**src/rtl/mat_mult_seq.sv**
```systemverilog
// Sequential NxN unsigned matrix multiplier: one multiply-accumulate per cycle,
// result elements written row-major as each dot product completes.
module mat_mult_seq #(
    parameter int N   = 3,
    parameter int DW  = 8,
    parameter int RW  = 8,
    parameter int SAT = 0
) (
    input  logic                clk,
    input  logic                rst,
    input  logic                in_valid,
    output logic                in_ready,
    input  logic [N*N*DW-1:0]   a,
    input  logic [N*N*DW-1:0]   b,
    output logic                out_valid,
    input  logic                out_ready,
    output logic [N*N*RW-1:0]   res,
    output logic                ovf,
    output logic                busy
);
    localparam int AW = 2*DW + $clog2(N);
    localparam int IW = $clog2(N);

    typedef enum logic [1:0] {S_IDLE, S_CALC, S_DONE} state_t;

    state_t              r_state;
    state_t              w_next;
    logic [N*N*DW-1:0]   r_a;
    logic [N*N*DW-1:0]   r_b;
    logic [AW-1:0]       r_acc;
    logic [IW-1:0]       r_i;
    logic [IW-1:0]       r_j;
    logic [IW-1:0]       r_k;
    logic [N*N*RW-1:0]   r_res;
    logic                r_ovf;

    logic [DW-1:0]       w_a_el [N][N];
    logic [DW-1:0]       w_b_el [N][N];
    logic [2*DW-1:0]     w_prod;
    logic [AW-1:0]       w_sum;
    logic                w_over;
    logic [RW-1:0]       w_elem;
    logic                w_hs_in;
    logic                w_last_k;
    logic                w_last_all;

    // Element (0,0) sits in the most significant slot of the flat operand.
    always_comb begin
        for (int r = 0; r < N; r++) begin
            for (int c = 0; c < N; c++) begin
                w_a_el[r][c] = r_a[((N*N-1)-(r*N+c))*DW +: DW];
                w_b_el[r][c] = r_b[((N*N-1)-(r*N+c))*DW +: DW];
            end
        end
    end

    assign w_prod     = w_a_el[r_i][r_k] * w_b_el[r_k][r_j];
    assign w_sum      = r_acc + AW'(w_prod);
    assign w_over     = (w_sum >> RW) != '0;
    assign w_elem     = ((SAT != 0) && w_over) ? '1 : w_sum[RW-1:0];
    assign w_hs_in    = in_valid && (r_state == S_IDLE);
    assign w_last_k   = (r_k == IW'(N-1));
    assign w_last_all = w_last_k && (r_i == IW'(N-1)) && (r_j == IW'(N-1));

    always_ff @(posedge clk) begin
        if (rst) r_state <= S_IDLE;
        else     r_state <= w_next;
    end

    always_comb begin
        w_next = r_state;
        case (r_state)
            S_IDLE:  if (in_valid)   w_next = S_CALC;
            S_CALC:  if (w_last_all) w_next = S_DONE;
            S_DONE:  if (out_ready)  w_next = S_IDLE;
            default:                 w_next = S_IDLE;
        endcase
    end

    always_comb begin
        in_ready  = (r_state == S_IDLE);
        out_valid = (r_state == S_DONE);
        busy      = (r_state == S_CALC) || (r_state == S_DONE);
    end

    always_ff @(posedge clk) begin
        if (rst) begin
            r_a   <= '0;
            r_b   <= '0;
            r_acc <= '0;
            r_i   <= '0;
            r_j   <= '0;
            r_k   <= '0;
            r_res <= '0;
            r_ovf <= 1'b0;
        end else if (w_hs_in) begin
            r_a   <= a;
            r_b   <= b;
            r_acc <= '0;
            r_i   <= '0;
            r_j   <= '0;
            r_k   <= '0;
            r_ovf <= 1'b0;
        end else if (r_state == S_CALC) begin
            if (!w_last_k) begin
                r_acc <= w_sum;
                r_k   <= r_k + 1'b1;
            end else begin
                r_acc <= '0;
                r_k   <= '0;
                if (w_over) r_ovf <= 1'b1;
                for (int r = 0; r < N; r++) begin
                    for (int c = 0; c < N; c++) begin
                        if (r_i == IW'(r) && r_j == IW'(c))
                            r_res[((N*N-1)-(r*N+c))*RW +: RW] <= w_elem;
                    end
                end
                // Column index wraps into the next row; both return to 0 after the last element.
                if (r_j == IW'(N-1)) begin
                    r_j <= '0;
                    r_i <= (r_i == IW'(N-1)) ? '0 : r_i + 1'b1;
                end else begin
                    r_j <= r_j + 1'b1;
                end
            end
        end
    end

    assign res = r_res;
    assign ovf = r_ovf;
endmodule

```
**config.mk**
```make
export PLATFORM = sky130hd
export DESIGN_NAME = mat_mult_seq
export DESIGN_NICKNAME = d
export VERILOG_FILES = /design/src/rtl/mat_mult_seq.sv
export SDC_FILE = /design/constraint.sdc
export NUM_CORES = 1
export LEC_CHECK = 0
export BUFFER_PORTS_ARGS = -buffer_cell sky130_fd_sc_hd__buf_2
export CAP_MARGIN = 20
export CELL_PAD_IN_SITES_DETAIL_PLACEMENT = 0
export CELL_PAD_IN_SITES_GLOBAL_PLACEMENT = 1
export CORE_MARGIN = 2
export CORE_UTILIZATION = 35
export CTS_CLUSTER_DIAMETER = 50
export DETAILED_ROUTE_END_ITERATION = 16
export GPL_TIMING_DRIVEN = 0
export PLACE_DENSITY_LB_ADDON = 0.15
export SLEW_MARGIN = 25
export SYNTH_ARGS = -nofsm -noshare
export SYNTH_HDL_FRONTEND = slang
export SYNTH_SLANG_ARGS = --single-unit
export TNS_END_PERCENT = 10
```
**constraint.sdc**
```tcl
create_clock -name clk -period 6.6 [get_ports clk]
set_clock_uncertainty 0.1 [all_clocks]
set_input_delay 1.32 -clock clk [delete_from_list [all_inputs] [get_ports clk]]
set_output_delay 1.32 -clock clk [all_outputs]
set_load 0.01 [all_outputs]
```
* Word level (Yosys, flattened, before mapping)
Cells that the tools add are included.
** Word-level totals
- Register bits :: 243
- Input port bits :: 148
- Output and inout bits :: 76
- Word-level logic and storage cells :: 90
** Cells by class
- $add $sub $neg :: 4
- Multiply operators :: 1
- Magnitude comparators :: 3
- Equality and inequality tests :: 10
- Multiplexer cells :: 20
- Bitwise logic cells :: 4
- Reductions and logical operators :: 31
** Operators by type and width (number)
- 24-bit binary-select mux with 2-bit select :: 2
- 24-bit 2-to-1 mux :: 4
- 4-bit AND reduction :: 9
- 8-bit binary-select mux with 2-bit select :: 2
- 8-bit 2-to-1 mux :: 4
- 18-bit by 16-bit adder with 18-bit output :: 1
- 18-bit 2-to-1 mux :: 1
- 18-bit nonzero test :: 1
- 8-bit by 8-bit multiplier with 16-bit output :: 1
- 1-bit logical AND :: 12
- 2-bit 2-to-1 mux :: 6
- 3-bit >= comparator, second input constant :: 3
- 2-bit NOT with 3-bit output :: 3
- 3-bit AND reduction :: 3
- 2-bit equality test, second input constant :: 4
- 2-bit by 1-bit adder with 2-bit output, second input constant :: 3
- 2-bit by 1-bit equality test with 1-bit output, second input constant :: 3
- 2-bit zero test :: 3
- 2-bit one-hot mux with 3 select lines :: 1
- 2-bit inequality test, second input constant :: 2
- 2-bit by 1-bit inequality test with 1-bit output, second input constant :: 1
- 2-bit AND reduction :: 1
- 2-bit OR reduction :: 1
- 1-bit logical OR :: 1
- 1-bit NOT :: 1

* Depth between registers and ports, before layout
Gate-level depths: netlist of run 1.
- Depth after elaboration :: 11
- Mapped depth :: 27
- Depth with buffers taken out :: 24

* Least setup slack after synthesis of run 1
OpenSTA, ideal clock, no wires.
- Path kind :: reg-to-reg
- From :: reg r_k[1]
- To :: reg r_ovf (netlist: ovf)
- Arrival time :: 5388 ps
- Data required time :: 6371 ps
- Path slack :: 983 ps
- Cell stages (with the launch flop) :: 24
- Buffers on the path :: 4
- Cells stage by stage :: dfxtp_1 -> buf_2 -> nor2b_1 -> buf_2 -> buf_2 -> a211oi_1 -> a211oi_1 -> a21oi_1 -> nor2_1 -> fa_1 -> fa_1 -> fa_1 -> inv_1 -> fa_1 -> inv_1 -> ha_1 -> clkbuf_1 -> and3_1 -> and3_1 -> a211oi_2 -> o21ai_1 -> xor2_1 -> a211oi_1 -> a211oi_1
** On the way
- Word-level cells in the longest chain between the ends :: 11
- Elaborated cells on any way between the ends :: 15
- Those cells by class :: add/sub: 1; mul: 1; eq/ne: 1; mux: 9; bitwise: 1; reduce/logical: 2
** Ends and longest elaborated chain
- start, declared :: line 33 : logic [IW-1:0] r_k;
- start signal, assigned :: line 107 : r_k <= r_k + 1'b1;
- 2-bit NOT with 3-bit output (implied by the code) :: line 57 : assign w_prod = w_a_el[r_i][r_k] * w_b_el[r_k][r_j];
- 24-bit binary-select mux with 2-bit select :: line 57
- 24-bit 2-to-1 mux (implied by the code) (2 in series) :: line 57
- 8-bit binary-select mux with 2-bit select :: line 57
- 8-bit 2-to-1 mux (implied by the code) (2 in series) :: line 57
- 8-bit by 8-bit multiplier with 16-bit output :: line 57
- 18-bit by 16-bit adder with 18-bit output :: line 58 : assign w_sum = r_acc + AW'(w_prod);
- 18-bit nonzero test :: line 59 : assign w_over = (w_sum >> RW) != '0;
- 3-bit AND reduction (no source line) *
- end signal, assigned :: line 95 : r_ovf <= 1'b0;
- end signal, assigned :: line 103 : r_ovf <= 1'b0;
- end signal, assigned :: line 111 : if (w_over) r_ovf <= 1'b1;
- end, declared :: line 35 : logic r_ovf;
Every way passes the cells marked *; elsewhere a longest branch is shown, timed or not. The select of a mux whose other input is x is not followed.
A chain may end at the register's enable or synchronous reset.

* Final worst setup path of run 1
- From :: reg r_i[0]
- To :: reg r_ovf (netlist: ovf)
** On the way
- Word-level cells in the longest chain between the ends :: 11
** Ends and longest elaborated chain
- start, declared :: line 31 : logic [IW-1:0] r_i;
- start signal, assigned :: line 121 : r_i <= (r_i == IW'(N-1)) ? '0 : r_i + 1'b1;
- 2-bit NOT with 3-bit output (implied by the code) :: line 57
- 24-bit binary-select mux with 2-bit select :: line 57
- 24-bit 2-to-1 mux (implied by the code) (2 in series) :: line 57
- 8-bit binary-select mux with 2-bit select :: line 57
- 8-bit 2-to-1 mux (implied by the code) (2 in series) :: line 57
- 8-bit by 8-bit multiplier with 16-bit output :: line 57
- 18-bit by 16-bit adder with 18-bit output :: line 58
- 18-bit nonzero test :: line 59
- 3-bit AND reduction (no source line)
Every way passes these cells. The select of a mux whose other input is x is not followed.

==> out/metrics.yaml, run 1 <==
clock_tree:
  cts.clk_slew.worst_paths_ns: 0.06
  worst_skew_pair.late_latency_ns: 0.51
  htreeDepth: 2
  cts_buffer_depth: 3
  cts_tree: "done"
  cts.root.buffer_cell: "clkbuf_16"
  cts_made_buffers: 36
  cts_sinks: 243
setup_path:
  cp.required_ns: 6.86
  critPathKind: "reg -> reg"
  startpoint_type: "flop"
  worst_ep_arrival_time_ns: 6.51
  cp-end-kind: "flop"
  rr_worst_depth: 23
  crit_fanout: 10
worst_hold_path:
  hold_depth: 2
  hold_path_class: "reg -> reg"
floorplanning:
  dieArea_sq_um: 37500
  core_area_sq_um: 35500
  fp-row-count: 69
  die_h_microns: 194
  start_util_pct: 35.5
  die-width_microns: 194
  ios: 224
route:
  wl_per_cell_microns: 17.6
  viasPerCell: 4.88
  first_pass_iters: 5
  drc: 0
  drt-initial-drc-count: 662
  wirelength_mm: 41.0
  num_vias: 11341
  ant_nets: 0
place:
  place_congestion: 0.814
  dp_cells: 2247
  portBuffers: 223
  post_dp_cell_area_sq_um: 14300
  dp_hpwl_mm: 31.9
synth:
  synth.area.top_cells: "dfxtp_1 (39%), nand2_1 (10%), mux2i_1 (8.8%), fa_1 (8.0%), a21oi_1 (7.9%)"
  synth_cells: 1563
  synth_edf_count: 0
  synth_top_area_share_pct: 38.7
  yosysWarnings: 0
  yosysSeqAreaShare_pct: 38.7
  syn_avg_cell_area_sq_um: 8.05
  syn_area_sq_um: 12600
  yosys.area.top_type: "dfxtp_1"
  synth_fp_nets: 1804
  synth_cell_types: 58
  ys_ff_latch: 243
  synth_ff_type: "dfxtp_1"
  synthArstFlopShare_pct: 0
timing:
  fmax_mhz: 160
  final.setup.tns_ns: 0
  hold_viol: 0
  slew_headroom_pct: 35.3
  worstMarginPinSlew_ns: 0.971
  drv_slew: 0
  period_needed_ns: 6.25
  period_share_pct: 94.7
  setup_viol: 0
  rsz0062_at_grt: "false"
run_status:
  status: "complete, no violations"
layout:
  final_common_cell: "nand2_1"
  n_fill_cell: 3658
  final_area_sq_um: 15800
  antenna_cells: 0
  final_cell_mix: "nand2_1 (345), dfxtp_1 (243), buf_2 (240)"
  finish.net_count: 2080
  fin_cells: 2324
  drive_gt1_share_pct: 19.7
  areaGrowthSynthToFinish_pct: 25.9
global_routing:
  overflow: 0
  antenna_found_initial: 0
  grt_max_degree: 13
  grt_use_total_pct: 21.6
  grt_pass1_wl_mm: 63.9
  grt_pass1_vias: 11225
run:
  drv_cap: 0
power:
  vdd_drop_max_uv: 133
  powerDensity_nw_per_um2: 270
  power_leakage_uw: 0.00694
[metal layers]
layer / GRT usage, % / routed length, microns / vias to the layer above
li1: - / - / 5706
met1: 30.2 / 19700 / 5391
met2: 36.0 / 19200 / 204
met3: 2.68 / 1550 / 40
met4: 4.33 / 526 / 0
met5: 0 / 0 / -
[cells in the mapped netlist (5+ instances only)]
library cell / n
buf_2: 20
xor2_1: 5
buf_1: 7
nor3_1: 8
o21ai_0: 10
fa_1: 50
nand3_1: 10
dfxtp_1: 243
o211ai_1: 5
a21oi_1: 199
mux2i_1: 110
nor2b_1: 8
clkbuf_1: 73
o21ai_1: 16
and3_1: 5
xnor2_1: 5
nor2_1: 185
nand2b_1: 10
or2_1: 9
nand2_1: 345
inv_1: 98
a22oi_1: 10
o221ai_1: 8
o22ai_1: 19
ha_1: 43
a211oi_1: 18
[area by class of cell]
class / count / area [sq um] / share of cell area, %
Multi-Input combinational cell: 1116 / 7120 / 45.0
Sequential cell: 243 / 4860 / 30.7
Timing Repair Buffer: 238 / 1230 / 7.76
Clock buffer: 46 / 1030 / 6.50
Tap cell: 461 / 577 / 3.64
Buffer: 104 / 447 / 2.82
Inverter: 100 / 375 / 2.37
Clock inverter: 16 / 191 / 1.21
[registers in the layout, summed over array words and instances, names as in the netlist]
| register | cells |
|---|---|
| r_a | 72 |
| r_b | 72 |
| res | 72 |
| r_acc | 18 |
| r_i | 2 |
| r_j | 2 |
| r_k | 2 |
| r_state | 2 |
| ovf | 1 |
[cells by family (layout without fill, tap and decap cells)]
logic type,count (synthesis),in the layout,share of synthesized area (%)
compound gates,305,305,14.0
xor+xnor,10,10,0.696
fa+ha+maj,93,93,12.2
buf+inv,204,504,6.41
flops,243,243,38.7
mux,110,110,8.75
simple gates,598,598,19.3
[where the power goes]
group | total, uW | switching (uW) | internal [uW]
combinational | 747 | 493 | 254
sequential | 1590 | 42.6 | 1540
clock | 1940 | 713 | 1230
total | 4270 | 1250 | 3020
[critical path: stages (launching register included)]
cell and delay, ns:
dfxtp_1 0.30, buf_2 0.27, buf_6 0.23, clkbuf_4 0.24, o22ai_1 0.10, o21ai_1 0.26
nor2_1 0.14, a21oi_4 0.26, nor2_1 0.11, fa_1 0.44, fa_1 0.51, fa_1 0.54
inv_1 0.05, fa_1 0.53, inv_1 0.05, ha_1 0.28, clkbuf_1 0.21, and3_1 0.26
and3_1 0.22, a211oi_4 0.33, mux2i_1 0.21, nand2_1 0.13, a211oi_2 0.21, a211oi_1 0.12
[metrics by stage]
stage	hold WS (ns)	total power, uW	util [%]	worst slack (ns)
final	0.352	4270	44.6	0.352
after global routing	0.365	4460	44.6	0.0305
after CTS	0.354	4280	43.9	0.0241
after detailed placement	0.346	2330	40.3	-0.324
after global placement	0.341	2320	40.2	-0.325
after floorplan	0.336	2060	-	0.983
[final timing paths]
| check | startpoint | end | slack (ns) |
|---|---|---|---|
| worst max-delay path | r_i[0] | ovf | 0.35 |
| worst min-delay path | r_a[62] | r_a[62] | 0.35 |
| worst max register to register | r_i[0] | ovf | 0.35 |
| worst min register to register | r_a[62] | r_a[62] | 0.35 |
[what timing repair did]
| action | in CTS | in global routing |
|---|---|---|
| endpoints found under the setup margin | 4 | 8 |
| pin swaps | 0 | 4 |
| setup buffers | 0 | 15 |
| gates resized for setup | 14 | 35 |
| hold buffers | 0 | 0 |
| hold endpoints to repair | 0 | 0 |
Power figures use the tool's default switching activity.
==> run 2: changes to the inputs <==
==> constraint.sdc (replaced) <==
create_clock -name clk -period 7.7 [get_ports clk]
set_clock_uncertainty 0.1 [all_clocks]
set_input_delay 1.54 -clock clk [delete_from_list [all_inputs] [get_ports clk]]
set_output_delay 1.54 -clock clk [all_outputs]
set_load 0.01 [all_outputs]
==> run 2 against run 1 <==
Sequential cell count unchanged. Fmax decreased by 9.7%. Power down 15%. Worst hold slack improved by 0.00082 ns. Sequential power decreased by 14%. Cell count fell by 0.65%. Critical path type unchanged. Combinational power shrank 18%. Global-route usage barely moved. Highest routed layer unchanged. Utilization fell by 0.91 points. Wire length is 0.23% lower. Via count shrank 0.20%.
==> out/metrics.yaml, run 2 (synthesis gave the netlist of run 1 again) <==
run_status:
  status: "complete, no violations"
timing:
  slew_headroom_pct: 35.0  # -0.30 points
  rsz0062_at_grt: "false"
  final.setup.tns_ns: 0  # unchanged
  period_needed_ns: 6.92  # +0.672 ns
  fmax_mhz: 145  # -9.7%
  period_share_pct: 89.9  # -4.8 points
  hold_viol: 0  # unchanged
  drv_slew: 0  # unchanged
  layout_setup_ws_ns: 0.781  # +0.428 ns
  setup_viol: 0  # unchanged
  worstMarginPinSlew_ns: 0.976  # +0.00450 ns
  whs_ns: 0.352  # +0.000822 ns
clock_tree:
  worst_skew_pair.late_latency_ns: 0.51  # about the same
  cts_sinks: 243  # unchanged
  cts_tree: "done"
  cts.clk_slew.worst_paths_ns: 0.06  # about the same
  cts_buffer_depth: 3  # unchanged
  cts.root.buffer_cell: "clkbuf_16"
  postCtsHoldBufs: 0  # unchanged
  htreeDepth: 2  # unchanged
  post_cts_resized: 0  # -14
  cts_setup_buffers: 0  # unchanged
  cts_made_buffers: 36  # unchanged
route:
  drc: 0  # unchanged
  num_vias: 11318  # -0.20%
  ant_nets: 0  # unchanged
  wl_per_cell_microns: 17.7  # +0.42%
  viasPerCell: 4.90  # +0.45%
  wirelength_mm: 40.9  # -0.23%
  drt-initial-drc-count: 671  # +1.4%
  first_pass_iters: 5  # unchanged
place:
  dp_slack_ns: 0.776  # +1.10 ns
  place_congestion: 0.814  # unchanged
  dp_hpwl_mm: 31.9  # unchanged
  portBuffers: 223  # unchanged
  dp_cells: 2247  # unchanged
power:
  vdd_drop_max_uv: 114  # -14%
  powerDensity_nw_per_um2: 234  # -13%
  power_leakage_uw: 0.00681  # -1.7%
  power_uw: 3640  # -15%
layout:
  final_cell_mix: "nand2_1 (345), buf_2 (243), dfxtp_1 (243)"
  multi_input_area_sq_um: 6920  # -2.7%
  fin_cells: 2309  # -0.65%
  final_common_cell: "nand2_1"
  register_area_sq_um: 4860  # unchanged
  n_fill_cell: 3677  # +0.52%
  finish.net_count: 2065  # -0.72%
  areaGrowthSynthToFinish_pct: 23.3
  drive_gt1_share_pct: 17.5  # -2.2 points
  antenna_cells: 0  # unchanged
floorplanning:
  core_area_sq_um: 35500  # unchanged
  die-width_microns: 194  # unchanged
  die_h_microns: 194  # unchanged
  dieArea_sq_um: 37500  # unchanged
  start_util_pct: 35.5  # unchanged
  ios: 224  # unchanged
  fp-row-count: 69  # unchanged
global_routing:
  grt_use_total_pct: 21.6  # about the same
  grt_pass1_vias: 11222  # -0.027%
  grt_max_degree: 13  # unchanged
  overflow: 0  # unchanged
  grt_pass1_wl_mm: 63.9  # about the same
  antenna_found_initial: 0  # unchanged
run:
  drv_cap: 0  # unchanged
setup_path:
  startpoint_type: "flop"
  cp.required_ns: 7.96  # +1.10 ns
  cp-end-kind: "flop"
  critPathKind: "reg -> reg"
  crit_fanout: 10  # unchanged
  worst_ep_arrival_time_ns: 7.18  # +0.67 ns
worst_hold_path:
  hold_path_class: "reg -> reg"
run 2: final timing paths:
check        startpoint  endpoint  slack [ns]  depth (start not counted)
max              r_k[0]       ovf        0.78                         23
min             r_a[62]   r_a[62]        0.35                          2
max reg2reg      r_k[0]       ovf        0.78                         23
min reg2reg     r_a[62]   r_a[62]        0.35                          2
run 2: critical path: stages, from the launching register on:
cell and delay (ns):
dfxtp_1 0.31, buf_2 0.27, nor2b_1 0.08, buf_2 0.17, buf_2 0.19, a211oi_1 0.33, a211oi_1 0.12, a21oi_1 0.74
nor2_1 0.17, fa_1 0.59, fa_1 0.44, fa_1 0.54, inv_1 0.05, fa_1 0.52, inv_1 0.05, ha_1 0.28
clkbuf_1 0.20, a21oi_1 0.35, a21oi_1 0.13, a211oi_2 0.38, mux2i_1 0.22, nand2_1 0.12, a211oi_1 0.28, a211oi_1 0.14
run 2: final cells by class:
cell class | count | area share [%]
buffer | 104 | 2.78
tap | 461 | 3.72
clock inverter | 16 | 1.23
sequential | 243 | 31.4
inverter | 100 | 2.42
multi-input combinational | 1116 | 44.6
timing repair buffer | 223 | 7.20
clock buffer | 46 | 6.64
run 2: power breakdown:
group | total [uW] | internal, uW | switching [uW]
Clock | 1660 | 1050 | 613
Combinational | 612 | 200 | 412
Sequential | 1360 | 1320 | 36.6
run 2: stage by stage:
step | utilization (%) | instance area [sq um]
CTS | 43.7 | 15500
floorplan | - | 12600
global placement | 40.2 | 14300
detailed placement | 40.3 | 14300
finish | 43.7 | 15500
global route | 43.7 | 15500
run 2: metal layers:
metal	GRT usage, %	routed length [microns]	up-vias
met5	0	0	-
met4	4.33	571	0
met3	2.67	1590	42
met2	36.0	19100	237
met1	30.2	19600	5360
li1	-	-	5679
